$ cat config.mk
export PLATFORM = sky130hd
export DESIGN_NAME = dot_product_sequencer
export DESIGN_NICKNAME = d
export VERILOG_FILES = /design/src/rtl/dot_product_sequencer_pkg.sv /design/src/rtl/dot_product_sequencer_operand_bank.sv /design/src/rtl/dot_product_sequencer.sv
export SDC_FILE = /design/constraint.sdc
export NUM_CORES = 1
export LEC_CHECK = 0
export ABC_AREA = 1
export CAP_MARGIN = 10
export CELL_PAD_IN_SITES_DETAIL_PLACEMENT = 1
export CELL_PAD_IN_SITES_GLOBAL_PLACEMENT = 1
export CORE_UTILIZATION = 35
export CTS_CLUSTER_SIZE = 30
export DETAILED_ROUTE_END_ITERATION = 6
export DONT_BUFFER_PORTS = 1
export GPL_ROUTABILITY_DRIVEN = 0
export HOLD_SLACK_MARGIN = 0.15
export PLACE_DENSITY_LB_ADDON = 0.1
export REMOVE_ABC_BUFFERS = 1
export SYNTH_ARGS = -nofsm -noshare
export SYNTH_HDL_FRONTEND = slang
export SYNTH_SLANG_ARGS = --single-unit
$ cat constraint.sdc
create_clock -name clk -period 1.9 [get_ports clk]
set_input_delay 0.285 -clock clk [delete_from_list [all_inputs] [get_ports clk]]
set_output_delay 0.285 -clock clk [all_outputs]
set_load 0.1 [all_outputs]
$ cat src/rtl/dot_product_sequencer_pkg.sv
// Shared types and constants for the dot-product sequencer and its operand bank.
package dot_product_sequencer_pkg;

  localparam int unsigned OPW = 2;
  localparam int unsigned RW  = 8;

  typedef enum logic [2:0] {
    IDLE  = 3'd0,
    CLEAR = 3'd1,
    ISSUE = 3'd2,
    DRAIN = 3'd3,
    DONE  = 3'd4
  } state_e;

  typedef struct packed {
    logic [OPW-1:0] a;
    logic [OPW-1:0] b;
  } operand_pair_t;

endpackage

$ cat src/rtl/dot_product_sequencer_operand_bank.sv
// Operand-pair register file: one write port, one combinational read port, async clear.
module dot_product_sequencer_operand_bank
  import dot_product_sequencer_pkg::*;
#(
  parameter int unsigned DEPTH = 4,
  parameter int unsigned AW    = $clog2(DEPTH)
) (
  input  logic          clk,
  input  logic          reset,
  input  logic          we,
  input  logic [AW-1:0] waddr,
  input  operand_pair_t wdata,
  input  logic [AW-1:0] raddr,
  output operand_pair_t rdata_c
);

  operand_pair_t mem_q [DEPTH];

  always_ff @(posedge clk or negedge reset) begin
    if (!reset) begin
      for (int i = 0; i < int'(DEPTH); i++) mem_q[i] <= '0;
    end else if (we) begin
      mem_q[waddr] <= wdata;
    end
  end

  assign rdata_c = mem_q[raddr];

endmodule

$ cat src/rtl/dot_product_sequencer.sv
// Streams operand pairs to an external FSM+MAC, waits out its pipeline and captures the sum.
// Optional self-check against an internal reference: define DOTSEQ_EXPECT_EN.
module dot_product_sequencer
  import dot_product_sequencer_pkg::*;
#(
  parameter int unsigned DEPTH         = 4,
  parameter int unsigned AW            = $clog2(DEPTH),
  parameter int unsigned CAPTURE_DELAY = 2
) (
  input  logic           clk,
  input  logic           reset,
  input  logic           load_en,
  input  logic [AW-1:0]  load_addr,
  input  logic [OPW-1:0] load_a,
  input  logic [OPW-1:0] load_b,
  input  logic [AW:0]    len,
  input  logic           start,
  output logic           busy,
  output logic           done,
  output logic [RW-1:0]  result,
  output logic [OPW-1:0] a,
  output logic [OPW-1:0] b,
  output logic           run,
  output logic           clear,
  input  logic [RW-1:0]  mac_out
`ifdef DOTSEQ_EXPECT_EN
  ,
  output logic           mismatch,
  output logic           overflow
`endif
);

  localparam int unsigned DW = (CAPTURE_DELAY > 1) ? $clog2(CAPTURE_DELAY) : 1;
  localparam logic [DW-1:0] DRAIN_INIT = DW'(CAPTURE_DELAY - 1);
  localparam logic [AW:0]   DEPTH_L    = (AW+1)'(DEPTH);

  state_e         state_q, state_d;
  logic [AW:0]    idx_q, idx_d;
  logic [AW:0]    eff_len_q, eff_len_d;
  logic [DW-1:0]  drain_q, drain_d;
  logic           busy_d, done_d, run_d, clear_d;
  logic [RW-1:0]  result_d;
  logic [OPW-1:0] a_d, b_d;
  operand_pair_t  rd_c;
  logic           bank_we_c;

`ifdef DOTSEQ_EXPECT_EN
  logic [9:0] ref_q, ref_d;
  logic       mismatch_d, overflow_d;
`endif

  // Bank is writable only while idle so a running vector never changes underneath.
  assign bank_we_c = load_en && (state_q == IDLE);

  dot_product_sequencer_operand_bank #(
    .DEPTH (DEPTH),
    .AW    (AW)
  ) u_bank (
    .clk     (clk),
    .reset   (reset),
    .we      (bank_we_c),
    .waddr   (load_addr),
    .wdata   ('{a: load_a, b: load_b}),
    .raddr   (idx_q[AW-1:0]),
    .rdata_c (rd_c)
  );

  always_ff @(posedge clk or negedge reset) begin
    if (!reset) begin
      state_q   <= IDLE;
      idx_q     <= '0;
      eff_len_q <= '0;
      drain_q   <= '0;
      busy      <= 1'b0;
      done      <= 1'b0;
      result    <= '0;
      a         <= '0;
      b         <= '0;
      run       <= 1'b0;
      clear     <= 1'b0;
`ifdef DOTSEQ_EXPECT_EN
      ref_q     <= '0;
      mismatch  <= 1'b0;
      overflow  <= 1'b0;
`endif
    end else begin
      state_q   <= state_d;
      idx_q     <= idx_d;
      eff_len_q <= eff_len_d;
      drain_q   <= drain_d;
      busy      <= busy_d;
      done      <= done_d;
      result    <= result_d;
      a         <= a_d;
      b         <= b_d;
      run       <= run_d;
      clear     <= clear_d;
`ifdef DOTSEQ_EXPECT_EN
      ref_q     <= ref_d;
      mismatch  <= mismatch_d;
      overflow  <= overflow_d;
`endif
    end
  end

  // Next state plus next value of every registered output.
  always_comb begin
    state_d   = state_q;
    idx_d     = idx_q;
    eff_len_d = eff_len_q;
    drain_d   = drain_q;
    done_d    = 1'b0;
    run_d     = 1'b0;
    clear_d   = 1'b0;
    a_d       = '0;
    b_d       = '0;
    result_d  = result;
`ifdef DOTSEQ_EXPECT_EN
    ref_d      = ref_q;
    mismatch_d = mismatch;
    overflow_d = overflow;
`endif

    unique case (state_q)
      IDLE: begin
        if (start) begin
          eff_len_d = (len > DEPTH_L) ? DEPTH_L : len;
          idx_d     = '0;
          clear_d   = 1'b1;
          state_d   = CLEAR;
`ifdef DOTSEQ_EXPECT_EN
          ref_d     = '0;
`endif
        end
      end
      CLEAR, ISSUE: begin
        // idx counts pairs already issued; stop once it reaches the latched length.
        if (idx_q == eff_len_q) begin
          drain_d = DRAIN_INIT;
          state_d = DRAIN;
        end else begin
          run_d   = 1'b1;
          a_d     = rd_c.a;
          b_d     = rd_c.b;
          idx_d   = idx_q + 1'b1;
          state_d = ISSUE;
`ifdef DOTSEQ_EXPECT_EN
          ref_d   = ref_q + 10'(rd_c.a) * 10'(rd_c.b);
`endif
        end
      end
      DRAIN: begin
        if (drain_q == '0) begin
          done_d   = 1'b1;
          result_d = mac_out;
          state_d  = DONE;
`ifdef DOTSEQ_EXPECT_EN
          mismatch_d = (ref_q[7:0] != mac_out);
          overflow_d = (ref_q > 10'd255);
`endif
        end else begin
          drain_d = drain_q - 1'b1;
        end
      end
      DONE: begin
        state_d = IDLE;
      end
      default: begin
        state_d = IDLE;
      end
    endcase

    busy_d = (state_d != IDLE);
  end

endmodule
==> flow_summary.ini <==
[clocking]
clk_pin_slew_ns = 0.08
hold_buffers = 12
clock_path_buffers = 2
cts_sinks = 42
cts_tree = done
cts_made_buffers = 5
cts-htree-levels = 2
clockRootBuffer = clkbuf_8
post_cts_resized = 0
post-cts-setup-buffers = 0
worst_skew_pair.late_latency_ns = 0.30

[drt]
drc = 0
drtAntennaViolNets = 0
dr.pass1.iters = 4
viasPerCell = 4.64
routed_wirelength_um = 4340
wl_per_cell_um = 14.6
drt-initial-drc-count = 51
vias = 1378

[synthesis]
synth.avg_cell_area_um2 = 9.34
synthTopCellsByCount = nand2_1 (57), dfrtp_1 (42), nor2_1 (20)
synth_top_area_share_pct = 57.4
synth_seq_area_share_pct = 57.4
yosysMostFrequentCell = nand2_1
synth.largest_area_cell = dfrtp_1
yosys_register_bits = 42
synth.area.top_cells = dfrtp_1 (57%), nand2_1 (12%), o21ai_1 (4.9%)
async_flop_share_pct = 100
syn_inst = 196
synthFlopType = dfrtp_1
synth_cell_type_count = 24
syn_area_mm2 = 0.00183
yosys_warnings = 0
synth_edf_count = 0

[grt]
busiest_layer = met2
grt-ovfl-total = 0
grt_pass1_wl_um = 7270
antenna_found_initial = 0
met2_usage_pct = 30.5
gr-usage-met3_pct = 4.20
grt.total_usage_pct = 18.1
grt_use_met1_pct = 22.0
grt_pass1_vias = 1491
grt_max_degree = 43

[sta]
worstMarginPinSlew_ns = 0.421
setup_viol = 0
fin_skew_ns = 0.00554
relSlewSlack_pct = 71.9
fin_tns_setup_ns = 0
drv_slew = 0
min_period_over_period_pct = 77.2
min_period_ns = 1.47
hold_viol = 0
rsz0062_at_grt = no
fmaxAchievable_ghz = 0.682

[layout]
drive_above_1_share_pct = 20.4
area_growth_pct = 22.4
antennaDiodeCount = 0
num-fill-cells = 589
nets = 251

[critical_path]
path_buf_inv = 1
crit_family = simple AND/OR/NAND/NOR gates
crit_arrival_ns = 1.66
crit_required_ns = 2.09
crit_path_end_kind = flip-flop
cp_max_fo = 13
cp_slowest_stage_delay_ns = 0.54
critical_path_class = reg -> reg
start_kind = flip-flop
critPathMostFrequentCell = nand2_1
crit_slowest_cell = dfrtp_1
path_cells = inv_2 -> nand2_1 -> nand2_1 -> nand3_2 -> nand2_4 -> nand2_2 -> nand2_1 -> nand2_1

[hold_path]
min_path_type = in -> reg

[floorplan]
dieArea_mm2 = 0.00552
die_x_um = 74.3
start_util_pct = 37.5
boundaryPins = 37
core.rowCount = 25
die_h_um = 74.3
core_mm2 = 0.00488

[flow_run]
maxCapViolations = 0

[status]
outcome = complete, no violations

[placement]
dp_hpwl_um = 3110
portBuffers = 0
-- cell usage in the layout, fill, tap and decap left out, drive strengths merged --
| cell type | count |
|---|---|
| a21oi | 5 |
| xnor2 | 2 |
| nand3 | 9 |
| buf | 17 |
| dlygate4sd3 | 11 |
| dfrtp | 42 |
| inv | 21 |
| nor2 | 23 |
| ha | 1 |
| clkinv | 1 |
| o211ai | 1 |
| and3 | 1 |
| a22o | 1 |
| nand2 | 61 |
| o22ai | 1 |
| clkbuf | 7 |
| o21ai | 26 |
-- cells by family after synthesis --
family | count (synthesis) | synth area share [%]
XOR/XNOR | 2 | 1.37
adder cells (fa/ha/maj) | 1 | 0.683
flip-flops | 42 | 57.4
AO/OA/AOI/OAI | 34 | 9.71
AND/OR/NAND/NOR | 94 | 25.6
buffers and inverters | 23 | 5.19
-- per-stage QoR --
stage | setup WS, ns | util (%) | area (µm²) | cells | hold slack, ns
after floorplan | 0.675 | - | 1810 | 194 | -0.0106
after global placement | 0.526 | 41.4 | 2020 | 277 | -0.00959
after detailed placement | 0.435 | 41.4 | 2020 | 277 | -0.00943
after CTS | 0.420 | 45.9 | 2240 | 297 | 0.174
after global routing | 0.290 | 45.9 | 2240 | 297 | 0.184
final | 0.433 | 45.9 | 2240 | 297 | 0.179
-- worst register-to-register path, stage by stage (launching register included) --
cell     delay [ns]
dfrtp_1        0.54
inv_2          0.19
nand2_1        0.08
nand2_1        0.08
nand3_2        0.13
nand2_4        0.14
nand2_2        0.08
nand2_1        0.08
nand2_1        0.05
-- area by class of cell --
class | count | area, µm² | area share [%]
Inverter | 21 | 78.8 | 3.52
Multi-Input combinational cell | 131 | 684 | 30.6
Clock buffer | 7 | 86.3 | 3.85
Clock inverter | 1 | 5.00 | 0.223
Timing Repair Buffer | 28 | 250 | 11.2
Sequential cell | 42 | 1050 | 46.9
Tap cell | 67 | 83.8 | 3.74
-- flip-flops by register name, summed over array words and instances, names as in the netlist --
name,flops
idx_q,3
run,1
a,2
u_bank.mem_q,16
done,1
b,2
result,8
state_q,3
busy,1
eff_len_q,3
drain_q,1
clear,1
-- path summary, 6_finish.rpt --
check                               start            to  slack, ns  cells after the start
worst max-delay path             idx_q[0]      idx_q[0]       0.43                      8
worst min-delay path               len[2]  eff_len_q[2]       0.18                      2
worst max register to register   idx_q[0]      idx_q[0]       0.43                      8
worst min register to register  result[2]     result[2]       0.49                      2
max in group asynchronous           reset     result[1]       1.24                      2
min in group asynchronous           reset          busy       0.44                      2
-- layer usage --
metal	vias up	share of wire (%)	wire length, µm
met4	0	2.1	90
met3	7	2.4	102
met2	18	51	2200
met1	669	45	1950
li1	684	-	-
met5	-	0	0
Power is left out: the tool's default activity adds up to more than one toggle a clock period on the data nets, which glitch-free logic cannot reach.
